==> config.mk <==
export PLATFORM = sky130hd
export DESIGN_NAME = data_mem_arbiter
export DESIGN_NICKNAME = d
export VERILOG_FILES = /design/src/rtl/arb_pkg.sv /design/src/rtl/starve_counter.sv /design/src/rtl/data_mem_arbiter.sv
export SDC_FILE = /design/constraint.sdc
export NUM_CORES = 1
export LEC_CHECK = 0
export CELL_PAD_IN_SITES_DETAIL_PLACEMENT = 1
export CELL_PAD_IN_SITES_GLOBAL_PLACEMENT = 2
export CORE_MARGIN = 2
export CORE_UTILIZATION = 19
export CTS_CLUSTER_DIAMETER = 80
export DETAILED_ROUTE_END_ITERATION = 7
export MAX_ROUTING_LAYER = met4
export PLACE_DENSITY_LB_ADDON = 0.1
export SYNTH_ARGS = -nofsm -noshare
export SYNTH_HDL_FRONTEND = slang
export SYNTH_HIERARCHICAL = 1
export SYNTH_SLANG_ARGS = --single-unit
==> constraint.sdc <==
create_clock -name i_clk -period 2.7 [get_ports i_clk]
set_input_delay 0.54 -clock i_clk [delete_from_list [all_inputs] [get_ports i_clk]]
set_output_delay 0.54 -clock i_clk [all_outputs]
set_load 0.01 [all_outputs]
==> src/rtl/arb_pkg.sv <==
// Shared types and constants for the data-memory arbiter.
// Owner encoding tags which requester issued the access whose read data returns next cycle.
package arb_pkg;

   typedef enum logic [1:0] {
      OWNER_NONE = 2'd0,
      OWNER_CORE = 2'd1,
      OWNER_DMA  = 2'd2
   } owner_t;

   localparam logic [15:0] DEFAULT_DISPLAY_ADDR = 16'hFFFF;

endpackage

==> src/rtl/starve_counter.sv <==
// Saturating wait counter that tracks how long the DMA has been denied.
// The counter holds at p_LIMIT until it is cleared by a grant or by reset.
module starve_counter #(
   parameter int p_LIMIT = 8
) (
   input  logic                         clk,
   input  logic                         rst,
   input  logic                         inc,
   input  logic                         clr,
   output logic [$clog2(p_LIMIT+1)-1:0] count,
   output logic                         at_limit
);

   localparam int CW = $clog2(p_LIMIT + 1);

   assign at_limit = (count == CW'(p_LIMIT));

   // NOTE: sequential state is written only with non-blocking assignments so every
   // reader of count sees the value from before the edge.
   always_ff @(posedge clk) begin
      if (rst || clr) begin
         count <= '0;
      end else if (inc && !at_limit) begin
         count <= count + 1'b1;
      end
   end

endmodule

==> src/rtl/data_mem_arbiter.sv <==
// Arbitrates one data-memory port between the core and a DMA engine, with a
// memory-mapped display register and a starvation bound that eventually stalls the core.
module data_mem_arbiter
   import arb_pkg::*;
#(
   parameter int          p_WORD_LEN     = 16,
   parameter int          p_ADDR_LEN     = 10,
   parameter int          p_STARVE_LIMIT = 8,
   parameter logic [15:0] p_DISPLAY_ADDR = DEFAULT_DISPLAY_ADDR
) (
   input  logic                  i_clk,
   input  logic                  i_rst,

   input  logic                  i_core_req,
   input  logic                  i_core_wr_en,
   input  logic [15:0]           i_core_addr,
   input  logic [p_WORD_LEN-1:0] i_core_wr_data,
   output logic [p_WORD_LEN-1:0] o_core_rd_data,
   output logic                  o_core_stall,

   input  logic                  i_dma_req,
   input  logic                  i_dma_wr_en,
   input  logic [15:0]           i_dma_addr,
   input  logic [p_WORD_LEN-1:0] i_dma_wr_data,
   output logic                  o_dma_gnt,
   output logic [p_WORD_LEN-1:0] o_dma_rd_data,
   output logic                  o_dma_rd_valid,

   output logic [p_ADDR_LEN-1:0] o_mem_addr,
   output logic                  o_mem_wr_en,
   output logic [p_WORD_LEN-1:0] o_mem_wr_data,
   input  logic [p_WORD_LEN-1:0] i_mem_rd_data,
   output logic [p_WORD_LEN-1:0] o_display
);

   localparam int SW = $clog2(p_STARVE_LIMIT + 1);

   function automatic logic in_range(input logic [15:0] addr);
      return (addr >> p_ADDR_LEN) == 16'd0;
   endfunction

   logic                  dma_gnt;
   logic                  core_gnt;
   logic                  any_gnt;
   logic                  sel_wr;
   logic [15:0]           sel_addr;
   logic [p_WORD_LEN-1:0] sel_data;
   logic                  disp_wr;
   logic [SW-1:0]         r_starve;
   logic                  starve_full;

   owner_t                r_owner;
   logic [15:0]           r_prev_addr;
   logic                  r_prev_wr;
   logic [p_WORD_LEN-1:0] r_display;
   logic [p_WORD_LEN-1:0] rd_map;

   starve_counter #(
      .p_LIMIT (p_STARVE_LIMIT)
   ) u_starve (
      .clk      (i_clk),
      .rst      (i_rst),
      .inc      (i_dma_req && !dma_gnt),
      .clr      (dma_gnt),
      .count    (r_starve),
      .at_limit (starve_full)
   );

   // The core normally wins; the DMA only overrides it once it has waited the full limit.
   always_comb begin
      dma_gnt  = !i_rst && i_dma_req && (!i_core_req || starve_full);
      core_gnt = !i_rst && i_core_req && !dma_gnt;
      any_gnt  = dma_gnt || core_gnt;
   end

   // NOTE: every always_comb output gets an unconditional default first so no
   // path can leave it unassigned and infer a latch.
   always_comb begin
      sel_wr   = 1'b0;
      sel_addr = i_core_addr;
      sel_data = i_core_wr_data;
      if (dma_gnt) begin
         sel_wr   = i_dma_wr_en;
         sel_addr = i_dma_addr;
         sel_data = i_dma_wr_data;
      end else if (core_gnt) begin
         sel_wr   = i_core_wr_en;
      end
   end

   assign o_dma_gnt     = dma_gnt;
   assign o_core_stall  = i_core_req && dma_gnt;
   assign o_mem_addr    = sel_addr[p_ADDR_LEN-1:0];
   assign o_mem_wr_data = sel_data;
   assign o_mem_wr_en   = any_gnt && sel_wr && in_range(sel_addr);
   assign disp_wr       = any_gnt && sel_wr && (sel_addr == p_DISPLAY_ADDR);
   assign o_display     = r_display;

   always_ff @(posedge i_clk) begin
      if (i_rst) begin
         r_owner     <= OWNER_NONE;
         r_prev_addr <= '0;
         r_prev_wr   <= 1'b0;
         r_display   <= '0;
      end else begin
         r_owner     <= dma_gnt ? OWNER_DMA : (core_gnt ? OWNER_CORE : OWNER_NONE);
         r_prev_addr <= sel_addr;
         r_prev_wr   <= sel_wr;
         if (disp_wr) begin
            r_display <= sel_data;
         end
      end
   end

   // Read data for last cycle's access: memory when in range, else the display register.
   always_comb begin
      rd_map = '0;
      if (in_range(r_prev_addr)) begin
         rd_map = i_mem_rd_data;
      end else if (r_prev_addr == p_DISPLAY_ADDR) begin
         rd_map = r_display;
      end
   end

   // Outputs are masked during reset so a read granted just before reset never surfaces.
   always_comb begin
      o_core_rd_data = '0;
      o_dma_rd_valid = 1'b0;
      o_dma_rd_data  = '0;
      if (!i_rst) begin
         if (r_owner == OWNER_CORE) begin
            o_core_rd_data = rd_map;
         end
         if (r_owner == OWNER_DMA && !r_prev_wr) begin
            o_dma_rd_valid = 1'b1;
            o_dma_rd_data  = rd_map;
         end
      end
   end

endmodule

==> flow_summary.toml <==
[place]
place_area_sq_mm = 0.00450
port_buffers = 163
dp_hpwl_microns = 8220
gp_congestion = 0.734
dp_worst_setup_slack_ps = -214

[hold_path]
worstHoldPathType = "register to register"

[sta]
report.final.slew_viol_count = 0
whs_ps = 485
clock_skew_ps = 3.22
worst_pin_slew_ps = 377
period_share_pct = 97.8
fmax_ghz = 0.379
worst_slack_ps = 60.6
hold_viol_final = 0
slew_headroom_pct = 74.7
finalCriticalPeriod_ps = 2640
finalSetupViolations = 0

[setup_path]
critPathLaunchType = "primary input"
ff2ff_path_depth = 11
r2r_end = "o_display[5]"
worstPathMaxFanout = 11
worst_setup_path_end_kind = "primary output"
crit_type = "primary input to primary output"
endpoint = "o_mem_addr[6]"
r2r_start = "u_starve/count[0]"
cp.arrival_ps = 2100
required_ps = 2160
crit_path_start = "i_dma_req"
reg2reg_slack_ps = 530

[detailed_routing]
drt_wl_total_microns = 10000
drcViolationCount = 0
ant_nets = 0
drt_iter0_markers = 87
dr.pass1.iters = 4
vias = 2682
vias_per_cell = 4.26
wire_per_inst_microns = 15.9

[logic_synthesis]
synthAdderAreaFrac_pct = 1.05
synth-seq-area-share_pct = 32.8
yosysWarnings = 6
synthCells = 265
async_reset_ff_share_pct = 0
synth.net_count = 353
synth_common_cells = "dfxtp_1 (39), nor2_1 (38), mux2_2 (30)"
synth-simple-area-share_pct = 26.8
syn_avg_cell_area_sq_um = 8.99
synth_top_area_share_pct = 32.8
ys_seq_elements = 39
synth_compound_area_share_pct = 11.6
synth-xor-area-share_pct = 0.368
synthTopCellsByArea = "dfxtp_1 (33%), mux2_2 (14%), nor2_1 (6.0%), a22oi_1 (5.0%), mux2_4 (5.0%)"
synth-edff-count = 0
yosysUniqueCellTypes = 41
yosysTopAreaCell = "dfxtp_1"
synth_top_family_by_area = "simple AND/OR/NAND/NOR gates"
synth_area_sq_mm = 0.00238
synthFlopType = "dfxtp_1"
post-synth-top-count-cell = "dfxtp_1"
synth.area.mux_share_pct = 20.1

[finish]
fillers = 1440
final_nets = 548
post-route-util_pct = 38.8
syn_to_final_growth_pct = 97.3
antennaDiodeCount = 0
drive_gt1_share_pct = 25.2
finalInstanceArea_sq_mm = 0.00470

[global_route]
grt_use_total_pct = 15.2
grt_first_pass_wirelength_microns = 15200
antenna_found_initial = 0
grt_max_degree = 18
grt_overflow = 0
grt_pass1_vias = 2880

[power_and_ir_drop]
powerDensity_mw_per_mm2 = 357
total_power_w = 0.00168
ir_worst_vdd_v = 0.000199
leakage_nw = 2.13

[floorplan]
start_util_pct = 19.7
io-pin-count = 164
dieArea_sq_mm = 0.0135
die_w_microns = 116
rows = 40
core_sq_mm = 0.0121
die_y_microns = 116

[run]
max_cap_viol_count = 0

[clock_network]
cts_inserted_buffers = 5
clk_latency_ps = 280
htree_levels = 2
cts-root-buf = "clkbuf_16"
cts_tree = "done"
holdBufCountCts = 0
cts.sinks = 39
cts_buffer_depth = 2
clkTransAtPathRegs_ps = 60

[status]
status = "completed"
-- report_power, final --
group	switching (W)	leakage, nW	internal (W)
sequential	0.00000884	0.319	0.000595
clock	0.000233	0.0838	0.000435
combinational	0.000153	1.73	0.000252
-- area by class of cell --
| type | count | area, sq um | share of cell area [%] |
|---|---|---|---|
| Timing Repair Buffer | 210 | 2030 | 43.3 |
| Multi-Input combinational cell | 194 | 1470 | 31.2 |
| Sequential cell | 39 | 781 | 16.6 |
| Tap cell | 168 | 210 | 4.47 |
| Clock buffer | 5 | 125 | 2.66 |
| Clock inverter | 3 | 43.8 | 0.932 |
| Inverter | 10 | 40.0 | 0.852 |
-- critical path: stages --
cell	delay, ps
clkdlybuf4s50_1	480
nor2b_4	180
nand2_4	90
inv_4	80
buf_12	130
buf_4	120
mux2_2	340
clkbuf_2	130
-- worst min-delay path by stage --
| stage | startpoint | endpoint | slack (ps) | cells past startpoint |
|---|---|---|---|---|
| after detailed placement | o_display[14] | o_display[14] | 480 | 2 |
| after global placement | o_display[14] | o_display[14] | 460 | 2 |
| final | o_display[14] | o_display[14] | 490 | 2 |
| after CTS | o_display[14] | o_display[14] | 490 | 2 |
| after floorplan | u_starve/count[2] | u_starve/count[2] | 470 | 2 |
| after global routing | u_starve/count[2] | u_starve/count[2] | 520 | 2 |
-- per-layer routing --
metal	track usage (%)	part of all wire (%)	vias to the layer above
li1	-	-	1304
met1	17.5	41	1299
met2	27.2	53	69
met3	2.51	4.1	10
met4	4.37	1.8	0
met5	-	0	-
-- cells by family (layout without fill, tap and decap cells) --
group,after synthesis,after routing
AOI/OAI and AO/OA,36,36
xor gates and xnor gates,1,1
adders and majority gates,2,2
buffers and inverters,32,228
DFF,39,39
muxes,40,40
and+or+nand+nor,115,115
-- metrics by stage --
step / std cells / TNS (ps)
after CTS: 627 / -1900
after global placement: 618 / -4920
after detailed placement: 618 / -5400
after floorplan: 265 / 0
after global routing: 629 / -5.93
final: 629 / 0
-- placed cells by master, fill, tap and decap left out, types with 6 or more instances in the layout --
cell,n
clkdlybuf4s50_1,103
a22oi_1,16
nor2b_1,14
nand4_1,12
dlymetal6s2s_1,10
clkdlybuf4s15_1,9
buf_4,39
and2_1,10
nand2_1,17
mux2_4,8
buf_12,7
a21oi_1,6
dlygate4sd2_1,37
nor2_1,38
inv_1,6
dfxtp_1,39
mux2_2,30
-- sequential cells by signal, indices dropped and copies added, names as in the netlist --
| register | cells |
|---|---|
| r_prev_wr | 1 |
| u_starve/count | 4 |
| r_prev_addr | 16 |
| r_owner | 2 |
| o_display | 16 |
-- repair_timing --
item                       4_1_cts  5_1_grt
buffers inserted                 1        2
setup endpoints to repair       59       31
pin swaps                        0        2
gates resized for setup         52       36
No activity file was read; power rests on OpenSTA's default activity.
